==> config.mk <==
export PLATFORM = sky130hd
export DESIGN_NAME = param_fifo
export DESIGN_NICKNAME = d
export VERILOG_FILES = /design/src/rtl/fifo_pkg.sv /design/src/rtl/fifo_mem.sv /design/src/rtl/param_fifo.sv
export SDC_FILE = /design/constraint.sdc
export NUM_CORES = 1
export LEC_CHECK = 0
export BUFFER_PORTS_ARGS = -buffer_cell sky130_fd_sc_hd__buf_4
export CAP_MARGIN = 20
export CORE_ASPECT_RATIO = 0.75
export CORE_MARGIN = 2
export CORE_UTILIZATION = 59
export DETAILED_ROUTE_END_ITERATION = 6
export HOLD_SLACK_MARGIN = 0.06
export PLACE_DENSITY = 0.84
export SLEW_MARGIN = 5
export SYNTH_ARGS = -nofsm -noshare
export SYNTH_HDL_FRONTEND = slang
export SYNTH_SLANG_ARGS = --single-unit
==> constraint.sdc <==
create_clock -name clk -period 5.1 [get_ports clk]
set_input_delay 1.02 -clock clk [delete_from_list [all_inputs] [get_ports clk]]
set_output_delay 1.02 -clock clk [all_outputs]
set_load 0.01 [all_outputs]
==> src/rtl/fifo_pkg.sv <==
// Shared sizing constants and helpers for the parametrised lane FIFOs.
package fifo_pkg;

    localparam int DEF_DATA_WIDTH = 6;
    localparam int DEF_ADDR_WIDTH = 2;

    function automatic int depth_of(input int addr_width);
        return 1 << addr_width;
    endfunction

    // One extra bit so the count can represent a completely full FIFO.
    function automatic int cnt_width_of(input int addr_width);
        return addr_width + 1;
    endfunction

endpackage

==> src/rtl/fifo_mem.sv <==
// Dual-port register array: synchronous write, combinational read.
module fifo_mem
    import fifo_pkg::*;
#(
    parameter int DATA_WIDTH = DEF_DATA_WIDTH,
    parameter int ADDR_WIDTH = DEF_ADDR_WIDTH
) (
    input  logic                  clk,
    input  logic                  wen,
    input  logic [ADDR_WIDTH-1:0] waddr,
    input  logic [DATA_WIDTH-1:0] wdata,
    input  logic [ADDR_WIDTH-1:0] raddr,
    output logic [DATA_WIDTH-1:0] rdata
);

    localparam int DEPTH = depth_of(ADDR_WIDTH);

    logic [DATA_WIDTH-1:0] mem [DEPTH];

    always_ff @(posedge clk) begin
        if (wen) begin
            mem[waddr] <= wdata;
        end
    end

    assign rdata = mem[raddr];

endmodule

==> src/rtl/param_fifo.sv <==
// Synchronous FIFO with access protection, sticky errors,
// programmable thresholds and a registered read strobe.
module param_fifo
    import fifo_pkg::*;
#(
    parameter int DATA_WIDTH = DEF_DATA_WIDTH,
    parameter int ADDR_WIDTH = DEF_ADDR_WIDTH,
    parameter int CNT_WIDTH  = cnt_width_of(ADDR_WIDTH)
) (
    input  logic                  clk,
    input  logic                  reset,
    input  logic                  wr_enable,
    input  logic                  rd_enable,
    input  logic [DATA_WIDTH-1:0] data_in,
    input  logic [CNT_WIDTH-1:0]  umbral_af,
    input  logic [CNT_WIDTH-1:0]  umbral_ae,
    input  logic                  err_clear,
    output logic [DATA_WIDTH-1:0] data_out,
    output logic                  valid_out,
    output logic                  full_fifo,
    output logic                  empty_fifo,
    output logic                  almost_full_fifo,
    output logic                  almost_empty_fifo,
    output logic                  overflow_err,
    output logic                  underflow_err,
    output logic                  error,
    output logic [CNT_WIDTH-1:0]  fill_level
);

    localparam logic [CNT_WIDTH-1:0] DEPTH_C =
        CNT_WIDTH'(depth_of(ADDR_WIDTH));

    logic [ADDR_WIDTH-1:0] wr_ptr;
    logic [ADDR_WIDTH-1:0] rd_ptr;
    logic [CNT_WIDTH-1:0]  count;
    logic [DATA_WIDTH-1:0] rd_word;
    logic                  rd_acc;
    logic                  wr_acc;

    fifo_mem #(
        .DATA_WIDTH(DATA_WIDTH),
        .ADDR_WIDTH(ADDR_WIDTH)
    ) u_mem (
        .clk  (clk),
        .wen  (wr_acc),
        .waddr(wr_ptr),
        .wdata(data_in),
        .raddr(rd_ptr),
        .rdata(rd_word)
    );

    // A write into a full FIFO is allowed when a read frees a slot.
    assign rd_acc = rd_enable & ~empty_fifo;
    assign wr_acc = wr_enable & (~full_fifo | rd_acc);

    always_ff @(posedge clk or negedge reset) begin
        if (!reset) begin
            wr_ptr        <= '0;
            rd_ptr        <= '0;
            count         <= '0;
            data_out      <= '0;
            valid_out     <= 1'b0;
            overflow_err  <= 1'b0;
            underflow_err <= 1'b0;
        end else begin
            if (wr_acc) begin
                wr_ptr <= wr_ptr + 1'b1;
            end
            if (rd_acc) begin
                rd_ptr   <= rd_ptr + 1'b1;
                data_out <= rd_word;
            end
            valid_out <= rd_acc;
            case ({wr_acc, rd_acc})
                2'b10:   count <= count + 1'b1;
                2'b01:   count <= count - 1'b1;
                default: count <= count;
            endcase
            // Set has priority over clear.
            overflow_err  <= (wr_enable & ~wr_acc)
                           | (overflow_err & ~err_clear);
            underflow_err <= (rd_enable & ~rd_acc)
                           | (underflow_err & ~err_clear);
        end
    end

    assign fill_level        = count;
    assign full_fifo         = (count == DEPTH_C);
    assign empty_fifo        = (count == '0);
    assign almost_full_fifo  = (count >= umbral_af);
    assign almost_empty_fifo = (count <= umbral_ae);
    assign error             = overflow_err | underflow_err;

endmodule

==> results.json, run 1 <==
{
  "status": "complete, no violations",
  "max_freq_mhz": 329,
  "leakage_uw": 0.000985,
  "syn_area_sq_um": 1860,
  "synth_top_area_cell": "edfxtp_1",
  "clock_sinks": 40,
  "setup-violations-final": 0,
  "routed_wl_um": 3570,
  "finalSetupTns_ns": 0,
  "synth_compound_area_share_pct": 6.12,
  "antenna_left": 0,
  "critPathLaunchType": "input port",
  "internal-power_uw": 814,
  "whs_path_depth": 2,
  "synthAdderAreaFrac_pct": 7.81,
  "coreArea_sq_um": 2980,
  "synth_warnings": 0,
  "wl_per_cell_um": 17.0,
  "fp.dieH_um": 52.6,
  "ctsHoldBuffers": 0,
  "synthArstFlopShare_pct": 40.0,
  "rsz0062_at_grt": "no",
  "vias": 1175,
  "post_cts_resized": 0,
  "p_sw_share_pct": 35.1,
  "regToRegStartpoint": "fill_level[1]",
  "multi_input_area_sq_um": 649,
  "register_area_sq_um": 1120,
  "ctsRootBufferMaster": "clkbuf_8",
  "cap_violations": 0,
  "synth-xor-area-share_pct": 2.36,
  "powerDensity_nw_per_um2": 565,
  "hold_viol": 0,
  "min_from": "data_out[5]",
  "synth_edf_count": 24,
  "cts_buffer_depth": 2,
  "grt_max_degree": 17,
  "synth_nets": 164,
  "whs_endpoint": "data_out[5]",
  "synth-seq-area-share_pct": 60.3,
  "worstReg2RegEnd": "fill_level[2]",
  "p_switching_uw": 440,
  "min_period_over_period_pct": 59.6,
  "syn2layout_area_growth_pct": 19.3,
  "clk_pin_slew_ns": 0.07,
  "grt_pass1_vias": 1170,
  "holdWs_ns": 0.487,
  "synth-main-ff-cell": "edfxtp_1",
  "grt_antenna_before_repair": 0,
  "reg2reg_slack_ns": 2.57,
  "cp_cell_sequence": "buf_4 > inv_1 > ha_1 > nor2b_1 > o21a_1 > o21ai_0 > buf_4",
  "route.detailed.drc": 0,
  "syn_inst": 136,
  "crit_arrival_ns": 2.02,
  "final.fill_count": 195,
  "rr_worst_depth": 7,
  "slew_viol_final": 0,
  "p_comb_share_pct": 39.6,
  "synthTopCellsByArea": "edfxtp_1 (39%), dfrtp_1 (22%), mux4_2 (7.3%)",
  "maxSlewHeadroom_pct": 53.0,
  "clock_latency_ns": 0.28,
  "chipWidth_um": 68.8,
  "h-tree-depth": 2,
  "ys_ff_latch": 40,
  "seq_power_share_pct": 43.4,
  "routed_via_density": 5.60,
  "num_rows": 17,
  "post_cts.repair.setup_buffers": 0,
  "critPathMaxFanout": 2,
  "io_buffers": 33,
  "synth_common_cells": "edfxtp_1 (24), nand2_1 (21), dfrtp_1 (16), inv_1 (14), ha_1 (10)",
  "slowest_delay_ns": 0.31,
  "syn_area_per_cell_sq_um": 13.7,
  "synth_top_family_by_area": "simple AND/OR/NAND/NOR gates",
  "place_congestion": 0.693,
  "peakVddDrop_mv": 0.336,
  "grt_first_pass_wirelength_um": 5530,
  "grt_use_total_pct": 22.0,
  "synth_mux_area_share_pct": 8.08,
  "cts_buffers": 5,
  "layout-drive-gt1-share_pct": 33.7,
  "tightest_slew_ns": 0.700,
  "io_pins": 34,
  "place_ws_ns": 2.06,
  "worst_ep_required_time_ns": 4.08,
  "cp_common_cell": "buf_4",
  "critPathKind": "in -> out",
  "die_area_sq_um": 3620,
  "synth_most_common_cell": "edfxtp_1",
  "end_kind": "output port",
  "synthSimpleGateAreaFrac_pct": 10.6,
  "synthDistinctLibCells": 36,
  "nets": 199,
  "fin_crit_ns": 3.04,
  "antenna_cells": 0,
  "yosysTopAreaCellShare_pct": 38.8,
  "floorplan.initialDensity_pct": 62.4,
  "crit_slowest_cell": "ha_1",
  "first_pass_iters": 5,
  "fin_ws_ns": 2.06,
  "hold_path.class": "reg -> reg",
  "overflow": 0,
  "cts_tree": "built",
  "dr.first_iter.drc_count": 69,
  "clockPowerShare_pct": 17.0,
  "skew_ns": 0.0129,
  "place_hpwl_um": 2590
}
-- layout by cell type (no fill, tap or decap), drive strengths merged, types with 2 or more instances in the layout --
cell	instances
xnor2	3
or3b	2
inv	15
xor2	2
nor2	2
edfxtp	24
buf	33
o21ai	4
nand2	22
mux4	6
and2	4
o21a	2
ha	10
dfrtp	16
o2111ai	2
nand3	3
clkbuf	7
a21o	2
-- per-layer routing --
layer,routed length [um],vias up,GRT usage [%]
met5,0,-,0
met4,23,0,5.88
met3,233,2,6.24
met2,1880,57,38.5
met1,1430,571,26.8
li1,-,545,-
-- area by class of cell --
cell class / instances / area share [%]
Sequential cell: 40 / 50.5
Multi-Input combinational cell: 76 / 29.3
Clock inverter: 1 / 0.338
Inverter: 15 / 2.65
Clock buffer: 7 / 3.89
Tap cell: 38 / 2.14
Timing Repair Buffer: 33 / 11.2
-- worst max-delay path, delay by kind of cell --
family                   cells  cell delay, ns
AO/OA/AOI/OAI                2            0.29
buffers and inverters        3            0.26
AND/OR/NAND/NOR              1            0.14
adder cells (fa/ha/maj)      1            0.31
-- kinds of logic (layout without fill, tap and decap cells) --
kind of cell	count (synthesis)	in the layout
flip-flops	40	40
buffers and inverters	20	56
AND/OR/NAND/NOR	39	39
adder cells (fa/ha/maj)	11	11
multiplexers	7	7
AO/OA/AOI/OAI	14	14
XOR/XNOR	5	5
-- metrics by stage --
| stage | total power, uW | instances | area [sq um] | utilization, % |
|---|---|---|---|---|
| floorplan | 841 | 136 | 1860 | - |
| global placement | 993 | 202 | 2120 | 71.3 |
| detailed placement | 1040 | 202 | 2120 | 71.3 |
| CTS | 1260 | 210 | 2220 | 74.5 |
| global route | 1330 | 210 | 2220 | 74.5 |
| finish | 1250 | 210 | 2220 | 74.5 |
-- how the worst max path moves through the flow --
stage / startpoint / endpoint
final: umbral_ae[1] / almost_empty_fifo
after global routing: umbral_ae[1] / almost_empty_fifo
after CTS: umbral_ae[1] / almost_empty_fifo
after detailed placement: umbral_ae[1] / almost_empty_fifo
after global placement: umbral_af[0] / almost_full_fifo
after floorplan: umbral_ae[1] / almost_empty_fifo
-- flip-flops by register name (all words and copies together) (netlist names) --
signal,count
wr_ptr,2
u_mem.mem,24
underflow_err,1
data_out,6
fill_level,3
overflow_err,1
rd_ptr,2
valid_out,1
-- power groups by stage --
stage | logic [uW] | clock network (uW) | registers [uW]
floorplan | 323 | 0 | 518
global placement | 456 | 0 | 538
detailed placement | 492 | 0 | 550
CTS | 498 | 216 | 543
global route | 549 | 227 | 556
finish | 496 | 214 | 544
Power figures use the tool's default switching activity.
==> run 2, diff against run 1 <==
- CORE_UTILIZATION: 59 -> 54
- PLACE_DENSITY: 0.84 -> 0.78
- clock period: 5.1 -> 3.2 ns (I/O delays scaled with it)
==> run 2 against run 1 <==
Die area increased by 8.6%. Register-to-register slack got worse by 1.8 ns. Critical path depth decreased by 1. Sequential share of layout area decreased by 0.92 points. Core utilization decreased by 5.8 points. Routed wire length decreased by 7.3%. Total power increased by 69%. Via count decreased by 2.8%. Clock-buffer cell count decreased by 1. First-iteration DRC count decreased by 12%. Final cell count increased by 0.95%. Flip-flop and latch count unchanged. Largest power group unchanged. Highest routed layer unchanged.
==> results.json, run 2 (same netlist as run 1, synthesis figures left out) <==
{
  "setup-violations-final": 0,
  "layout-drive-gt1-share_pct": 33.7,
  "maxSlewHeadroom_pct": 54.4,
  "io_buffers": 33,
  "critPathMaxFanout": 8,
  "grt_antenna_before_repair": 0,
  "internal-power_uw": 1430,
  "worst_ep_required_time_ns": 2.56,
  "final_common_cell": "buf_4",
  "powerDensity_nw_per_um2": 938,
  "fin_ws_ns": 0.669,
  "chipWidth_um": 71.8,
  "grt_first_pass_wirelength_um": 5280,
  "skew_ns": 0.00700,
  "place_hpwl_um": 2500,
  "syn2layout_area_growth_pct": 21.5,
  "p_sw_share_pct": 32.5,
  "hold_path.class": "in -> async",
  "routed_via_density": 5.39,
  "cp_common_cell": "a21o_1",
  "dr.first_iter.drc_count": 61,
  "crit_arrival_ns": 1.89,
  "fin_crit_ns": 2.53,
  "critPathLaunch": "fill_level[0]",
  "critPathLaunchType": "register",
  "io_pins": 34,
  "route.detailed.drc": 0,
  "die_area_sq_um": 3930,
  "first_pass_iters": 6,
  "clock_latency_ns": 0.29,
  "cts_buffer_depth": 2,
  "antenna_left": 0,
  "nets": 199,
  "hold_viol": 0,
  "wl_per_cell_um": 15.6,
  "fp.dieH_um": 54.8,
  "vias": 1142,
  "overflow": 0,
  "min_period_over_period_pct": 79.1,
  "place_ws_ns": 0.614,
  "finalSetupTns_ns": 0,
  "clock_sinks": 40,
  "slew_viol_final": 0,
  "slowest_delay_ns": 0.50,
  "cts_buffers": 5,
  "clockPowerShare_pct": 22.9,
  "place_congestion": 0.751,
  "cp_cell_sequence": "inv_1 > ha_1 > nand2b_1 > a21o_1 > a21o_1 > buf_4",
  "grt_pass1_vias": 1114,
  "routed_wl_um": 3310,
  "final.fill_count": 229,
  "grt_use_total_pct": 19.0,
  "cts_tree": "built",
  "critPathKind": "reg -> out",
  "post_cts.repair.setup_buffers": 0,
  "grt_max_degree": 17,
  "ctsRootBufferMaster": "clkbuf_8",
  "ctsHoldBuffers": 0,
  "tightest_slew_ns": 0.680,
  "end_kind": "output port",
  "h-tree-depth": 2,
  "largest_reg_flops": 24,
  "coreArea_sq_um": 3290,
  "cap_violations": 0,
  "floorplan.initialDensity_pct": 56.5,
  "max_freq_mhz": 395,
  "p_comb_share_pct": 36.5,
  "status": "complete, no violations",
  "leakage_uw": 0.00101,
  "p_switching_uw": 689,
  "num_rows": 18,
  "regToRegStartpoint": "fill_level[1]",
  "post_cts_resized": 0,
  "seq_power_share_pct": 40.6,
  "final_cell_mix": "buf_4 (33), edfxtp_1 (24), nand2_1 (21), dfrtp_1 (16), inv_1 (14)",
  "post-route-util_pct": 68.7,
  "crit_slowest_cell": "dfrtp_1",
  "top_register": "u_mem.mem",
  "antenna_cells": 0,
  "peakVddDrop_mv": 0.406,
  "clk_pin_slew_ns": 0.07,
  "rsz0062_at_grt": "no"
}
-- run 2: layout make-up --
| cell class | instances | area [sq um] | area share, % |
|---|---|---|---|
| multi-input combinational | 76 | 649 | 28.7 |
| clock buffer | 6 | 72.6 | 3.21 |
| timing repair buffer | 33 | 248 | 11.0 |
| inverter | 15 | 58.8 | 2.60 |
| sequential | 40 | 1120 | 49.6 |
| clock inverter | 2 | 60.1 | 2.66 |
| tap | 40 | 50.0 | 2.21 |
-- run 2: power groups by stage --
stage          sequential, uW  clock [uW]  combinational [uW]
2_1_floorplan             826           0                 515
4_1_cts                   863         488                 785
3_3_place_gp              864           0                 738
3_5_place_dp              874           0                 781
5_1_grt                   887         513                 858
6_report                  861         485                 773
-- run 2: critical path: cells and delay by family (launching register included) --
kind	cells	cell delay, ns
AO/OA/AOI/OAI	2	0.35
adder cells (fa/ha/maj)	1	0.30
buffers and inverters	2	0.32
flip-flops	1	0.50
AND/OR/NAND/NOR	1	0.14
-- run 2: through the flow --
step	hold slack, ns	instance area, sq um	cells	power (uW)
after floorplan	0.344	1860	136	1340
after global placement	0.469	2130	204	1600
after detailed placement	0.470	2130	204	1660
after CTS	0.202	2260	212	2140
after global routing	0.205	2260	212	2260
final	0.199	2260	212	2120
-- run 2: path summary, 6_finish.rpt --
| path | to | slack, ns | cells past startpoint |
|---|---|---|---|
| max in group asynchronous | data_out[1] | 2.82 | 1 |
| min in group clk | data_out[4] | 0.49 | 2 |
| hold / removal | data_out[3] | 0.20 | 1 |
| setup reg to reg | fill_level[2] | 0.79 | 7 |
| setup / recovery | almost_full_fifo | 0.67 | 6 |
| hold reg to reg | data_out[4] | 0.49 | 2 |
-- run 2: metal layers --
metal | wire length (um) | vias up | global-route usage, %
met3 | 188 | 5 | 6.26
met2 | 1600 | 30 | 31.9
met1 | 1480 | 563 | 23.8
met5 | 0 | - | 0
met4 | 36 | 0 | 5.97
li1 | - | 544 | -
